--- src/rtl/alu_pkg.sv ---
// ---------------------------------------------------------------------------
// alu_pkg
// Definitions shared by the ALU, the instruction decoder and alu_share_ctrl.
//   - ALU op codes (2-bit alu_control encoding)
//   - NZCV flag bit positions inside the 4-bit flag vector
//   - alu_share_ctrl FSM state type
// No ports (package).
// ---------------------------------------------------------------------------
package alu_pkg;

  typedef enum logic [1:0] {
    ALU_ADD = 2'b00,
    ALU_SUB = 2'b01,
    ALU_AND = 2'b10,
    ALU_ORR = 2'b11
  } alu_op_e;

  localparam int FLAG_N = 3;
  localparam int FLAG_Z = 2;
  localparam int FLAG_C = 1;
  localparam int FLAG_V = 0;

  typedef enum logic [1:0] {
    S_IDLE = 2'b00,
    S_EXEC = 2'b01,
    S_RESP = 2'b10
  } share_state_e;

endpackage

--- src/rtl/alu_share_ctrl_if.sv ---
// ---------------------------------------------------------------------------
// alu_share_ctrl_if
// Request/response bundle between NREQ requesters and alu_share_ctrl.
//   req_valid/req_ready [NREQ]     request handshake, one bit per requester
//   req_a/req_b         [NREQ*W]   operands, slice i = [i*W +: W]
//   req_op              [NREQ*2]   op code, slice i = [i*2 +: 2]
//   req_setf            [NREQ]     op updates the NZCV register (optional)
//   rsp_valid/rsp_ready [NREQ]     response handshake, one-hot or zero
//   rsp_result [W], rsp_flags [4]  shared response bus, qualify with rsp_valid
// Modports: master = requester side, slave = alu_share_ctrl side.
// ---------------------------------------------------------------------------
interface alu_share_ctrl_if #(
  parameter int W    = 32,
  parameter int NREQ = 2
);

  logic [NREQ-1:0]   req_valid;
  logic [NREQ-1:0]   req_ready;
  logic [NREQ*W-1:0] req_a;
  logic [NREQ*W-1:0] req_b;
  logic [NREQ*2-1:0] req_op;
  logic [NREQ-1:0]   req_setf;
  logic [NREQ-1:0]   rsp_valid;
  logic [NREQ-1:0]   rsp_ready;
  logic [W-1:0]      rsp_result;
  logic [3:0]        rsp_flags;

  modport master (
    output req_valid, req_a, req_b, req_op, req_setf, rsp_ready,
    input  req_ready, rsp_valid, rsp_result, rsp_flags
  );

  modport slave (
    input  req_valid, req_a, req_b, req_op, req_setf, rsp_ready,
    output req_ready, rsp_valid, rsp_result, rsp_flags
  );

endinterface

--- src/rtl/rr_arb.sv ---
// ---------------------------------------------------------------------------
// rr_arb
// Combinational round-robin pick. Searches req starting at index ptr and
// wrapping modulo N; the first set bit wins.
//   req [N]   in   request bits
//   ptr [IW]  in   index with highest priority this cycle
//   gnt [N]   out  one-hot grant (zero when no request)
//   idx [IW]  out  index of the granted requester (0 when none)
//   any       out  at least one request present
// ---------------------------------------------------------------------------
module rr_arb #(
  parameter int N  = 2,
  parameter int IW = 1
) (
  input  logic [N-1:0]  req,
  input  logic [IW-1:0] ptr,
  output logic [N-1:0]  gnt,
  output logic [IW-1:0] idx,
  output logic          any
);

  always_comb begin
    int cand;
    gnt  = '0;
    idx  = '0;
    any  = 1'b0;
    cand = 0;
    for (int k = 0; k < N; k++) begin
      // Candidate position k steps after ptr, wrapped without a modulo op.
      cand = int'(ptr) + k;
      if (cand >= N) cand = cand - N;
      if (!any && req[cand]) begin
        any       = 1'b1;
        gnt[cand] = 1'b1;
        idx       = IW'(cand);
      end
    end
  end

endmodule

--- src/rtl/alu_share_ctrl.sv ---
// ---------------------------------------------------------------------------
// alu_share_ctrl
// Time-shares one external combinational ALU between NREQ requesters.
// A round-robin winner is accepted in IDLE, its operands are registered and
// drive the ALU during EXEC, the ALU result/flags are captured at the end of
// EXEC and presented on the winner's response channel in RESP until taken.
//
// Ports
//   clk, rst_n          clock (rising edge), asynchronous active-low reset
//   bus (slave)         request/response bundle, see alu_share_ctrl_if
//   alu_src_a/_b [W]    ALU operands (always from the operand registers)
//   alu_control [2]     ALU op select
//   alu_result [W]      ALU result
//   alu_flags [4]       ALU {N,Z,C,V}
//   busy                high in EXEC and RESP
//   nzcv [4]            architectural flag register (ALU_SHARE_NZCV_REG_EN only)
//
// Configuration
//   ALU_SHARE_NZCV_REG_EN  when defined, adds the nzcv output; it loads the
//                          captured flags on a response handshake whose
//                          request had setf=1. When undefined, req_setf is
//                          ignored.
// ---------------------------------------------------------------------------
module alu_share_ctrl
  import alu_pkg::*;
#(
  parameter int W    = 32,
  parameter int NREQ = 2
) (
  input  logic             clk,
  input  logic             rst_n,
  alu_share_ctrl_if.slave  bus,
  output logic [W-1:0]     alu_src_a,
  output logic [W-1:0]     alu_src_b,
  output logic [1:0]       alu_control,
  input  logic [W-1:0]     alu_result,
  input  logic [3:0]       alu_flags,
  output logic             busy
`ifdef ALU_SHARE_NZCV_REG_EN
  ,
  output logic [3:0]       nzcv
`endif
);

  localparam int IW = (NREQ > 1) ? $clog2(NREQ) : 1;

  share_state_e  state_q, state_d;
  logic [IW-1:0] ptr_q, ptr_d;
  logic [IW-1:0] gidx_q;
  logic [W-1:0]  a_q, b_q, res_q;
  logic [1:0]    op_q;
  logic [3:0]    flags_q;

  logic [NREQ-1:0] arb_gnt;
  logic [IW-1:0]   arb_idx;
  logic            arb_any;
  logic            accept;
  logic            rsp_hs;

  // Per-requester views of the flattened payload buses.
  logic [W-1:0] a_arr  [NREQ];
  logic [W-1:0] b_arr  [NREQ];
  logic [1:0]   op_arr [NREQ];

  for (genvar gi = 0; gi < NREQ; gi++) begin : g_unpack
    assign a_arr[gi]  = bus.req_a[gi*W +: W];
    assign b_arr[gi]  = bus.req_b[gi*W +: W];
    assign op_arr[gi] = bus.req_op[gi*2 +: 2];
  end

  rr_arb #(
    .N  (NREQ),
    .IW (IW)
  ) u_arb (
    .req (bus.req_valid),
    .ptr (ptr_q),
    .gnt (arb_gnt),
    .idx (arb_idx),
    .any (arb_any)
  );

  // Ready only in IDLE, so no new grant can appear while an op is in flight.
  for (genvar gi = 0; gi < NREQ; gi++) begin : g_hs
    assign bus.req_ready[gi] = (state_q == S_IDLE) && arb_gnt[gi];
    assign bus.rsp_valid[gi] = (state_q == S_RESP) && (gidx_q == IW'(gi));
  end

  // Response bus is driven straight from the capture registers so it stays
  // stable for as long as the response is stalled.
  assign bus.rsp_result = res_q;
  assign bus.rsp_flags  = flags_q;

  // ALU inputs come only from registers: stable outside EXEC, no glitches.
  assign alu_src_a   = a_q;
  assign alu_src_b   = b_q;
  assign alu_control = op_q;

  assign busy = (state_q != S_IDLE);

  // Priority moves to the requester after the one just served.
  assign ptr_d = (gidx_q == IW'(NREQ - 1)) ? '0 : gidx_q + IW'(1);

  always_comb begin
    state_d = state_q;
    accept  = 1'b0;
    rsp_hs  = 1'b0;
    unique case (state_q)
      S_IDLE: begin
        if (arb_any) begin
          accept  = 1'b1;
          state_d = S_EXEC;
        end
      end
      S_EXEC: state_d = S_RESP;
      S_RESP: begin
        if (bus.rsp_ready[gidx_q]) begin
          rsp_hs  = 1'b1;
          state_d = S_IDLE;
        end
      end
      default: state_d = S_IDLE;
    endcase
  end

  always_ff @(posedge clk or negedge rst_n) begin
    if (!rst_n) begin
      state_q <= S_IDLE;
    end else begin
      state_q <= state_d;
    end
  end

  always_ff @(posedge clk or negedge rst_n) begin
    if (!rst_n) begin
      ptr_q   <= '0;
      gidx_q  <= '0;
      a_q     <= '0;
      b_q     <= '0;
      op_q    <= '0;
      res_q   <= '0;
      flags_q <= '0;
    end else begin
      if (accept) begin
        a_q    <= a_arr[arb_idx];
        b_q    <= b_arr[arb_idx];
        op_q   <= op_arr[arb_idx];
        gidx_q <= arb_idx;
      end
      if (state_q == S_EXEC) begin
        res_q   <= alu_result;
        flags_q <= alu_flags;
      end
      if (rsp_hs) begin
        ptr_q <= ptr_d;
      end
    end
  end

`ifdef ALU_SHARE_NZCV_REG_EN
  logic [3:0] nzcv_q;
  logic       setf_q;

  always_ff @(posedge clk or negedge rst_n) begin
    if (!rst_n) begin
      setf_q <= 1'b0;
      nzcv_q <= 4'b0000;
    end else begin
      if (accept) begin
        setf_q <= bus.req_setf[arb_idx];
      end
      if (rsp_hs && setf_q) begin
        nzcv_q <= flags_q;
      end
    end
  end

  assign nzcv = nzcv_q;
`endif

endmodule

--- src/flat_wrapper.sv ---
// flat-port wrapper written by rule: the top's interface ports become plain ports
module alu_share_ctrl_flat import alu_pkg::*;
#(
  parameter int W    = 32,
  parameter int NREQ = 2
)
  (clk, rst_n, alu_src_a, alu_src_b, alu_control, alu_result, alu_flags, busy, bus_req_valid, bus_req_a, bus_req_b, bus_req_op, bus_req_setf, bus_rsp_ready, bus_req_ready, bus_rsp_valid, bus_rsp_result, bus_rsp_flags);
  alu_share_ctrl_if #(.W(W), .NREQ(NREQ)) bus_i ();
  input  logic clk;
  input  logic rst_n;
  output logic [W-1:0] alu_src_a;
  output logic [W-1:0] alu_src_b;
  output logic [1:0] alu_control;
  input  logic [W-1:0] alu_result;
  input  logic [3:0] alu_flags;
  output logic busy;
  input wire logic [$bits(bus_i.req_valid)-1:0] bus_req_valid;
  input wire logic [$bits(bus_i.req_a)-1:0] bus_req_a;
  input wire logic [$bits(bus_i.req_b)-1:0] bus_req_b;
  input wire logic [$bits(bus_i.req_op)-1:0] bus_req_op;
  input wire logic [$bits(bus_i.req_setf)-1:0] bus_req_setf;
  input wire logic [$bits(bus_i.rsp_ready)-1:0] bus_rsp_ready;
  output wire logic [$bits(bus_i.req_ready)-1:0] bus_req_ready;
  output wire logic [$bits(bus_i.rsp_valid)-1:0] bus_rsp_valid;
  output wire logic [$bits(bus_i.rsp_result)-1:0] bus_rsp_result;
  output wire logic [$bits(bus_i.rsp_flags)-1:0] bus_rsp_flags;
  assign bus_i.req_valid = bus_req_valid;
  assign bus_i.req_a = bus_req_a;
  assign bus_i.req_b = bus_req_b;
  assign bus_i.req_op = bus_req_op;
  assign bus_i.req_setf = bus_req_setf;
  assign bus_i.rsp_ready = bus_rsp_ready;
  assign bus_req_ready = bus_i.req_ready;
  assign bus_rsp_valid = bus_i.rsp_valid;
  assign bus_rsp_result = bus_i.rsp_result;
  assign bus_rsp_flags = bus_i.rsp_flags;
  alu_share_ctrl #(.W(W), .NREQ(NREQ)) u_core (.clk(clk), .rst_n(rst_n), .bus(bus_i), .alu_src_a(alu_src_a), .alu_src_b(alu_src_b), .alu_control(alu_control), .alu_result(alu_result), .alu_flags(alu_flags), .busy(busy));
endmodule
--- config.mk ---
export PLATFORM = sky130hd
export DESIGN_NAME = alu_share_ctrl_flat
export DESIGN_NICKNAME = d
export VERILOG_FILES = /design/src/rtl/alu_pkg.sv /design/src/rtl/alu_share_ctrl_if.sv /design/src/rtl/rr_arb.sv /design/src/rtl/alu_share_ctrl.sv /design/src/flat_wrapper.sv
export SDC_FILE = /design/constraint.sdc
export NUM_CORES = 1
export LEC_CHECK = 0
export ABC_AREA = 1
export CORE_ASPECT_RATIO = 0.8
export CORE_MARGIN = 2
export CORE_UTILIZATION = 39
export CTS_CLUSTER_SIZE = 30
export DETAILED_ROUTE_END_ITERATION = 8
export PLACE_DENSITY = 0.82
export SYNTH_ARGS = -nofsm -noshare
export SYNTH_HDL_FRONTEND = slang
export SYNTH_HIERARCHICAL = 1
export SYNTH_SLANG_ARGS = --single-unit
--- constraint.sdc ---
create_clock -name clk -period 1.7 [get_ports clk]
set_input_delay 0.51 -clock clk [delete_from_list [all_inputs] [get_ports clk]]
set_output_delay 0.51 -clock clk [all_outputs]
set_load 0.05 [all_outputs]
==> flow_summary.json <==
{
  "status": "finished with violations",
  "violations": "setup timing",
  "cts.path.max_buffers": 2,
  "synth_xor_area_frac": 0,
  "drc": 0,
  "place_congestion": 0.831,
  "period_minus_slack_ps": 1840,
  "dpl_worst_slack_ps": -420,
  "wl_per_cell_um": 15.5,
  "worst_clock_skew_ps": 5.67,
  "cp-start-kind": "input pin",
  "synth_sequential_area_ratio": 0.533,
  "insertedDiodeCount": 0,
  "rr_endpoint": "u_core/alu_src_a[26]$_DFFE_PN0P_",
  "synth_fp_nets": 865,
  "critPathCaptureType": "primary output",
  "yosysWarnings": 6,
  "cts_tree": "built",
  "first_global_vias": 5471,
  "vias": 5497,
  "initial_core_util": 0.405,
  "worst_path_dominant_cell_family": "buffers and inverters",
  "clk_pin_slew_ps": 70,
  "report.final.slew_viol_count": 0,
  "drt-pass1-iter-count": 4,
  "grt_max_degree": 66,
  "finalCritPeriodShare": 1.08,
  "path_class": "input pin to primary output",
  "cp_slowest_cell": "dlygate4sd2_1",
  "crit_required_ps": 1190,
  "pin_count": 283,
  "synth_cells": 689,
  "powerDensity_nw_per_um2": 2180,
  "arrival_ps": 1330,
  "die_h_um": 105,
  "die_w_um": 130,
  "grt_pass1_wl_mm": 26.6,
  "setup_viol": 33,
  "reg2reg_slack_ps": -40,
  "synth_compound_area_frac": 0.00201,
  "synth_top_area_share": 0.533,
  "syn-cell-area_um2": 4980,
  "first_iter_violations": 294,
  "synthMuxAreaShare": 0,
  "numCtsBuffers": 9,
  "path_cells": "dlygate4sd2_1, nand2_1, inv_2, nor2_2, inv_1, nor2_4, buf_12",
  "reg2reg_from": "u_core/ptr_q$_DFFE_PN0P_",
  "hold_class": "input pin to asynchronous set/reset pin",
  "ys_ff_latch": 106,
  "hpwl_mm": 12.5,
  "tns_ps": -672,
  "max_stage_delay_ps": 270,
  "ant_nets": 0,
  "fill_cells": 807,
  "synth-simple-area-share": 0.411,
  "tightest_slew_ps": 411,
  "finalCoreUtilization": 0.776,
  "worst_slack_ps": -143,
  "clock_latency_ps": 340,
  "grtUsageTotal": 0.248,
  "rsz0062_at_grt": "true",
  "synth_top_family_by_area": "simple AND/OR/NAND/NOR gates",
  "leakage_nw": 4.85,
  "die_area_um2": 13700,
  "synth_top_area_cell": "dfrtp_1",
  "drt_wl_total_mm": 17.8,
  "cts_sinks": 106,
  "layout_commonest_cell": "nand2_1",
  "nNetsFinal": 1145,
  "synthAdderAreaFrac": 0,
  "antenna_found_initial": 0,
  "slew-limit-headroom": 0.726,
  "hold_viol": 0,
  "layout-drive-gt1-share": 0.184,
  "ir_drop_v": 0.00122,
  "clockRootBuffer": "clkbuf_16",
  "layout-area-overhead-vs-synth_pct": 91.7,
  "grt_overflow": 0,
  "worstPathMaxFanout": 2,
  "via_per_inst": 4.80,
  "fp-row-count": 36,
  "avgSynthCellArea_um2": 7.23,
  "synth_cell_types": 15,
  "reg2reg_depth": 11,
  "synthTopCellsByArea": "dfrtp_1, nand2_1, nand3_1",
  "h-tree-depth": 3,
  "io_buffers": 280,
  "layout_common_cells": "nand2_1, clkdlybuf4s50_1, buf_12",
  "max_freq_ghz": 0.543,
  "core_area_um2": 12300,
  "maxCapViolCount": 0,
  "critPathBufInv": 4
}
how the worst max path moves through the flow:
stage                                       start                              end  slack [ps]  cells after the start
global placement                 bus_req_valid[1]                 bus_req_ready[1]        -360                      6
finish                           bus_req_valid[1]                 bus_req_ready[0]        -140                      7
global route             u_core/ptr_q$_DFFE_PN0P_                 bus_req_ready[0]        -200                      6
floorplan           u_core/state_q[1]$_DFFE_PN0P_                 bus_req_ready[0]         -20                      4
CTS                      u_core/ptr_q$_DFFE_PN0P_                 bus_req_ready[0]        -120                      6
detailed placement               bus_req_valid[1]  u_core/alu_src_b[5]$_DFFE_PN0P_        -420                      9
cell type report:
type                            instances  area [µm²]  share of cell area
Timing Repair Buffer                  308        4230               0.443
Sequential cell                       106        2650               0.278
Multi-Input combinational cell        532        2130               0.223
Clock buffer                           11         233              0.0244
Tap cell                              171         214              0.0224
Inverter                               12        52.6             0.00551
Clock inverter                          5        37.5             0.00393
Yosys cell counts:
library cell and number:
buf_2 25, buf_4 7, buf_6 3, clkbuf_1 4
dfrtp_1 106, inv_1 8, inv_2 4, nand2_1 483
nand2_2 1, nand3_1 36, nand3_2 1, nor2_1 8
nor2_2 1, o21ai_0 1, o21ai_1 1
report_power, final:
part	switching, mW	internal [mW]	total (mW)
combinational	7.68	6.15	13.8
clock	0.944	1.00	1.95
sequential	1.30	3.77	5.07
total	9.93	10.9	20.8
timing repair:
action                                 4_1_cts  5_1_grt
setup endpoints to repair                   64        5
pin swaps                                    3       11
buffers inserted                             2        4
endpoints found under the hold margin        1        0
hold buffers                                 1        0
gates resized for setup                     10       23
gates cloned                                 0        4
logic make-up after synthesis:
kind of cell	after synthesis
buf+inv	51
flops	106
compound gates	2
simple gates	530
registers in the layout, indices dropped and copies added (netlist names):
register	flops
u_core/bus.rsp_result	32
u_core/alu_control	2
u_core/bus.rsp_flags	4
u_core/gidx_q	1
u_core/state_q	2
u_core/ptr_q	1
u_core/alu_src_a	32
u_core/alu_src_b	32
through the flow:
step | hold slack [ps] | total power, mW | cells | cell area [µm²]
finish | 504 | 20.8 | 1145 | 9540
global route | 495 | 21.9 | 1145 | 9540
CTS | 488 | 20.7 | 1137 | 9350
detailed placement | 318 | 18.6 | 1118 | 9040
global placement | 317 | 18.4 | 1118 | 9040
floorplan | 214 | 11.5 | 689 | 5000
per-layer routing:
| layer | routed length, µm | part of all wire | vias to the layer above | GRT usage |
|---|---|---|---|---|
| met1 | 6690 | 0.38 | 2578 | 0.274 |
| met4 | 415 | 0.023 | 0 | 0.0790 |
| met3 | 1890 | 0.11 | 36 | 0.105 |
| met2 | 8760 | 0.49 | 248 | 0.429 |
| li1 | - | - | 2635 | - |
| met5 | 0 | 0 | - | 0 |
No activity file was read; power rests on OpenSTA's default activity.
